File: src/rtl/lu_seq_arbiter.sv
// Two-requester arbiter feeding a bit-serial logic unit (NOR/OR/XOR/XNOR, LSB first).
// Define LU_SEQ_ARBITER_RR_EN for round-robin arbitration; default is fixed priority (requester 0).
module lu_seq_arbiter #(
  parameter int WIDTH = 8
) (
  input  logic               clk,
  input  logic               rst,
  input  logic [1:0]         req_valid,
  output logic [1:0]         req_ready,
  input  logic [2*WIDTH-1:0] req_a,
  input  logic [2*WIDTH-1:0] req_b,
  input  logic [3:0]         req_sel,
  output logic               rsp_valid,
  input  logic               rsp_ready,
  output logic [WIDTH-1:0]   rsp_y,
  output logic               rsp_id,
  output logic               busy
);

  localparam int            CW   = $clog2(WIDTH);
  localparam logic [CW-1:0] LAST = CW'(WIDTH - 1);

  typedef enum logic [1:0] {IDLE, RUN, RESP} state_t;

  state_t           state_q, state_d;
  logic [CW-1:0]    cnt_q, cnt_d;
  logic [WIDTH-1:0] y_q, y_d;
  logic [WIDTH-1:0] rsp_y_q, rsp_y_d;
  logic             rsp_id_q, rsp_id_d;
  logic [WIDTH-1:0] a_q, a_d, b_q, b_d;
  logic [1:0]       sel_q, sel_d;
  logic             id_q, id_d;
  logic             gnt_id;
  logic             load;

  function automatic logic op_bit(input logic [1:0] sel, input logic a, input logic b);
    case (sel)
      2'b00:   op_bit = ~(a | b);
      2'b01:   op_bit = a | b;
      2'b10:   op_bit = a ^ b;
      default: op_bit = ~(a ^ b);
    endcase
  endfunction

`ifdef LU_SEQ_ARBITER_RR_EN
  // last_q holds the most recently granted requester; the other one wins a contest.
  logic last_q, last_d;

  always_comb begin
    gnt_id = req_valid[1] & (~req_valid[0] | ~last_q);
    last_d = load ? gnt_id : last_q;
  end

  always_ff @(posedge clk or posedge rst) begin
    if (rst) last_q <= 1'b1;
    else     last_q <= last_d;
  end
`else
  always_comb begin
    gnt_id = req_valid[1] & ~req_valid[0];
  end
`endif

  always_comb begin
    state_d   = state_q;
    cnt_d     = cnt_q;
    y_d       = y_q;
    rsp_y_d   = rsp_y_q;
    rsp_id_d  = rsp_id_q;
    req_ready = 2'b00;
    load      = 1'b0;

    case (state_q)
      IDLE: begin
        if (|req_valid && !rst) begin
          req_ready = gnt_id ? 2'b10 : 2'b01;
          load      = 1'b1;
          cnt_d     = '0;
          state_d   = RUN;
        end
      end
      RUN: begin
        y_d[cnt_q] = op_bit(sel_q, a_q[cnt_q], b_q[cnt_q]);
        cnt_d      = cnt_q + 1'b1;
        if (cnt_q == LAST) begin
          // Result is published only now, so rsp_y stays put while the next operation runs.
          cnt_d    = '0;
          rsp_y_d  = y_d;
          rsp_id_d = id_q;
          state_d  = RESP;
        end
      end
      RESP: begin
        if (rsp_ready) state_d = IDLE;
      end
      default: state_d = IDLE;
    endcase
  end

  always_comb begin
    a_d   = a_q;
    b_d   = b_q;
    sel_d = sel_q;
    id_d  = id_q;
    if (load) begin
      a_d   = gnt_id ? req_a[2*WIDTH-1:WIDTH] : req_a[WIDTH-1:0];
      b_d   = gnt_id ? req_b[2*WIDTH-1:WIDTH] : req_b[WIDTH-1:0];
      sel_d = gnt_id ? req_sel[3:2] : req_sel[1:0];
      id_d  = gnt_id;
    end
  end

  always_ff @(posedge clk or posedge rst) begin
    if (rst) begin
      state_q  <= IDLE;
      cnt_q    <= '0;
      y_q      <= '0;
      rsp_y_q  <= '0;
      rsp_id_q <= 1'b0;
    end else begin
      state_q  <= state_d;
      cnt_q    <= cnt_d;
      y_q      <= y_d;
      rsp_y_q  <= rsp_y_d;
      rsp_id_q <= rsp_id_d;
    end
  end

  // Latched operands need no reset: they are only read in RUN, after a load.
  always_ff @(posedge clk) begin
    a_q   <= a_d;
    b_q   <= b_d;
    sel_q <= sel_d;
    id_q  <= id_d;
  end

  assign busy      = (state_q != IDLE);
  assign rsp_valid = (state_q == RESP);
  assign rsp_y     = rsp_y_q;
  assign rsp_id    = rsp_id_q;

endmodule

File: config.mk
export PLATFORM = sky130hd
export DESIGN_NAME = lu_seq_arbiter
export DESIGN_NICKNAME = d
export VERILOG_FILES = /design/src/rtl/lu_seq_arbiter.sv
export SDC_FILE = /design/constraint.sdc
export NUM_CORES = 1
export LEC_CHECK = 0
export BUFFER_PORTS_ARGS = -buffer_cell sky130_fd_sc_hd__buf_4
export CORE_MARGIN = 2
export CORE_UTILIZATION = 52
export CTS_CLUSTER_DIAMETER = 120
export CTS_CLUSTER_SIZE = 8
export DETAILED_ROUTE_END_ITERATION = 10
export HOLD_SLACK_MARGIN = 0.06
export PLACE_DENSITY_LB_ADDON = 0.1
export RECOVER_POWER = 50
export SLEW_MARGIN = 30
export SYNTH_ARGS = -nofsm -noshare
export SYNTH_HDL_FRONTEND = slang
export SYNTH_SLANG_ARGS = --single-unit
File: constraint.sdc
create_clock -name clk -period 2.9 [get_ports clk]
set_clock_uncertainty 0.05 [all_clocks]
set_input_delay 0.145 -clock clk [delete_from_list [all_inputs] [get_ports clk]]
set_output_delay 0.145 -clock clk [all_outputs]
set_load 0.02 [all_outputs]
==> flow_metrics.env <==
export IMPL_status="complete, but fails checks"
export IMPL_violations="max-capacitance violations, max-slew violations"
export IMPL_yosys_warnings=0
export IMPL_seqPwrFrac=0.381
export IMPL_cp_num_cells=8
export IMPL_power_density_nw_per_um2=950
export IMPL_whs_path_depth=3
export IMPL_final_fill_count=317
export IMPL_synth_top_cell_area_share=0.273
export IMPL_grt_pass1_vias=1385
export IMPL_timing_rr_start="cnt_q[2]$_DFFE_PP0P_"
export IMPL_worstPathArrival_ns=2.67
export IMPL_synth_nets=210
export IMPL_critPathLaunchType="flop"
export IMPL_num_rows=23
export IMPL_slew_headroom=-0.0599
export IMPL_h_tree_depth=2
export IMPL_place_port_buffers=53
export IMPL_tightest_slew_ns=1.59
export IMPL_holdBufCountCts=1
export IMPL_antenna_found_initial=0
export IMPL_drive_gt1_frac=0.378
export IMPL_ios=54
export IMPL_wire_per_inst_um=14.2
export IMPL_rsz0062_at_grt="no"
export IMPL_reg2reg_slack_ns=0.40
export IMPL_design_area_um2=2560
export IMPL_synthArstFlopShare=0.537
export IMPL_start_util=0.530
export IMPL_ctsRootBufferMaster="clkbuf_8"
export IMPL_drt_total_wl_um=3880
export IMPL_drv_slew=22
export IMPL_path_class="flop to flop"
export IMPL_power_frac_comb=0.473
export IMPL_via_per_inst=5.15
export IMPL_ys_ff_latch=41
export IMPL_ant_nets=0
export IMPL_path_clk_slew_ns=0.08
export IMPL_die_w_um=67.4
export IMPL_via_count=1400
export IMPL_crit_path_start="cnt_q[2]$_DFFE_PP0P_"
export IMPL_fin_crit_ns=2.50
export IMPL_setup_violations=0
export IMPL_synth_common_cells="dfrtp_1, mux2_2, edfxtp_1"
export IMPL_insertion_delay_ns=0.29
export IMPL_synth_flop_cell="dfrtp_1"
export IMPL_grt_pass1_wl_um=6350
export IMPL_cts_tree="built"
export IMPL_cp_cell_sequence="buf_4 > mux4_1 > mux2i_1 > ha_1 > mux2i_2 > xnor2_2 > mux2i_1 > a21oi_1"
export IMPL_dp_slack_ns=0.364
export IMPL_pwr_share_clk=0.146
export IMPL_syn_to_final_growth_pct=22.6
export IMPL_crit_path_top_delay_cell="xnor2_2"
export IMPL_finalNetCount=265
export IMPL_fin_util=0.650
export IMPL_synth_distinct_cells=36
export IMPL_die_h_um=67.4
export IMPL_critPathTopFamily="multiplexers"
export IMPL_clkSinkCount=41
export IMPL_critPathBufInv=1
export IMPL_p_switching_mw=0.936
export IMPL_hold_viol=0
export IMPL_hold_start="rsp_ready"
export IMPL_place_area_um2=2510
export IMPL_synth_area_leaders="edfxtp_1, dfrtp_1, mux2_2"
export IMPL_crit_top_cell="mux2i_1"
export IMPL_max_freq_mhz=399
export IMPL_worstHoldPathType="primary input to flop"
export IMPL_finalCritPeriodShare=0.864
export IMPL_ir_drop_mv=0.402
export IMPL_yosysSeqAreaShare=0.537
export IMPL_tns_ns=0
export IMPL_yosysTopAreaCell="edfxtp_1"
export IMPL_dr_pass1_iters=4
export IMPL_synth_avg_cell_area_um2=12.6
export IMPL_power_internal_mw=1.50
export IMPL_netlist_area_um2=2090
export IMPL_cts_made_buffers=5
export IMPL_setup_worst_path_end_class="flop"
export IMPL_dp_hpwl_um=2850
export IMPL_coreArea_um2=3940
export IMPL_synth_edf_count=19
export IMPL_required_ns=3.07
export IMPL_antennaDiodeCount=0
export IMPL_place_gp_congestion=0.835
export IMPL_slowest_delay_ns=0.53
export IMPL_synth_cells=166
export IMPL_leakage_nw=1.09
export IMPL_postCtsResizedCells=0
export IMPL_worst_slack_ns=0.395
export IMPL_rr_worst_depth=8
export IMPL_maxCapViolations=1
export IMPL_initialDrtViolationCount=81
export IMPL_gr_total_overflow=0
export IMPL_drc=0
export IMPL_cts_path_max_buffers=2
export IMPL_worstPathMaxFanout=16
export IMPL_die_area_um2=4540
export IMPL_grt_usage=0.189
export IMPL_p_sw_frac=0.384
export IMPL_postCtsSetupRepairBufs=0
export IMPL_grt_max_degree=23
[stage by stage]
stage	instances	hold WS, ns	total power, mW
after CTS	272	0.0769	2.51
after global placement	263	0.313	2.10
after global routing	272	0.0855	2.62
after detailed placement	263	0.327	2.15
final	272	0.0813	2.44
after floorplan	166	0.0842	1.85
[cell usage in the layout, fill, tap and decap left out, types with 2 or more instances in the layout]
master | netlist | routed
a21oi_1 | 9 | 9
and2_1 | 2 | 2
buf_4 | 2 | 45
clkbuf_1 | 0 | 13
clkbuf_8 | 0 | 5
dfrtp_1 | 22 | 22
edfxtp_1 | 19 | 19
ha_1 | 3 | 3
mux2_2 | 22 | 22
mux2_4 | 4 | 4
mux2i_1 | 10 | 10
nand2_1 | 14 | 14
nand2b_1 | 3 | 3
nand3_1 | 2 | 2
nor2_1 | 18 | 18
nor2b_1 | 5 | 5
nor3_1 | 2 | 2
o21ai_1 | 3 | 3
[metal layers]
metal | global-route usage | share of wire
met1 | 0.232 | 0.43
met2 | 0.319 | 0.50
met3 | 0.0433 | 0.055
met4 | 0.0842 | 0.012
met5 | 0 | 0
[layout make-up]
cell class                 count  area, um2  share of cell area
sequential                    41       1120               0.438
inverter                       3       11.3             0.00439
tap                           50       62.6              0.0244
timing repair buffer          57        393               0.153
clock buffer                   8       80.1              0.0312
multi-input combinational    113        895               0.349
[flip-flops by register name, summed over array words and instances (netlist names)]
signal,cells
a_q,8
b_q,8
cnt_q,3
id_q,1
rsp_id,1
rsp_y,8
sel_q,2
state_q,2
y_q,8
[cells by family (layout without fill, tap and decap cells)]
logic type | after synthesis | in the layout | synth area share
DFF | 41 | 41 | 0.537
adders and majority gates | 3 | 3 | 0.0180
muxes | 40 | 40 | 0.231
and+or+nand+nor | 52 | 52 | 0.120
buffers and inverters | 12 | 68 | 0.0353
xor gates and xnor gates | 1 | 1 | 0.00779
AOI/OAI and AO/OA | 17 | 17 | 0.0515
[power groups by stage]
stage / clock, mW / sequential, mW / combinational, mW
6_report: 0.356 / 0.928 / 1.15
5_1_grt: 0.385 / 0.954 / 1.28
3_3_place_gp: 0 / 0.927 / 1.17
3_5_place_dp: 0 / 0.944 / 1.21
2_1_floorplan: 0 / 0.996 / 0.855
4_1_cts: 0.366 / 0.932 / 1.21
[worst register-to-register path, cell delays in order (launching register included)]
cell	delay, ns
dfrtp_1	0.45
buf_4	0.25
mux4_1	0.32
mux2i_1	0.19
ha_1	0.19
mux2i_2	0.09
xnor2_2	0.53
mux2i_1	0.19
a21oi_1	0.19
[path summary, 6_finish.rpt]
check | end
hold reg to reg | rsp_id$_DFFE_PP0P_
setup reg to reg | rsp_y[0]$_DFFE_PP0P_
min in group asynchronous | state_q[1]$_DFFE_PP0P_
hold / removal | state_q[1]$_DFFE_PP0P_
max in group asynchronous | cnt_q[0]$_DFFE_PP0P_
setup / recovery | rsp_y[0]$_DFFE_PP0P_
(Power assumes the default switching activity.)
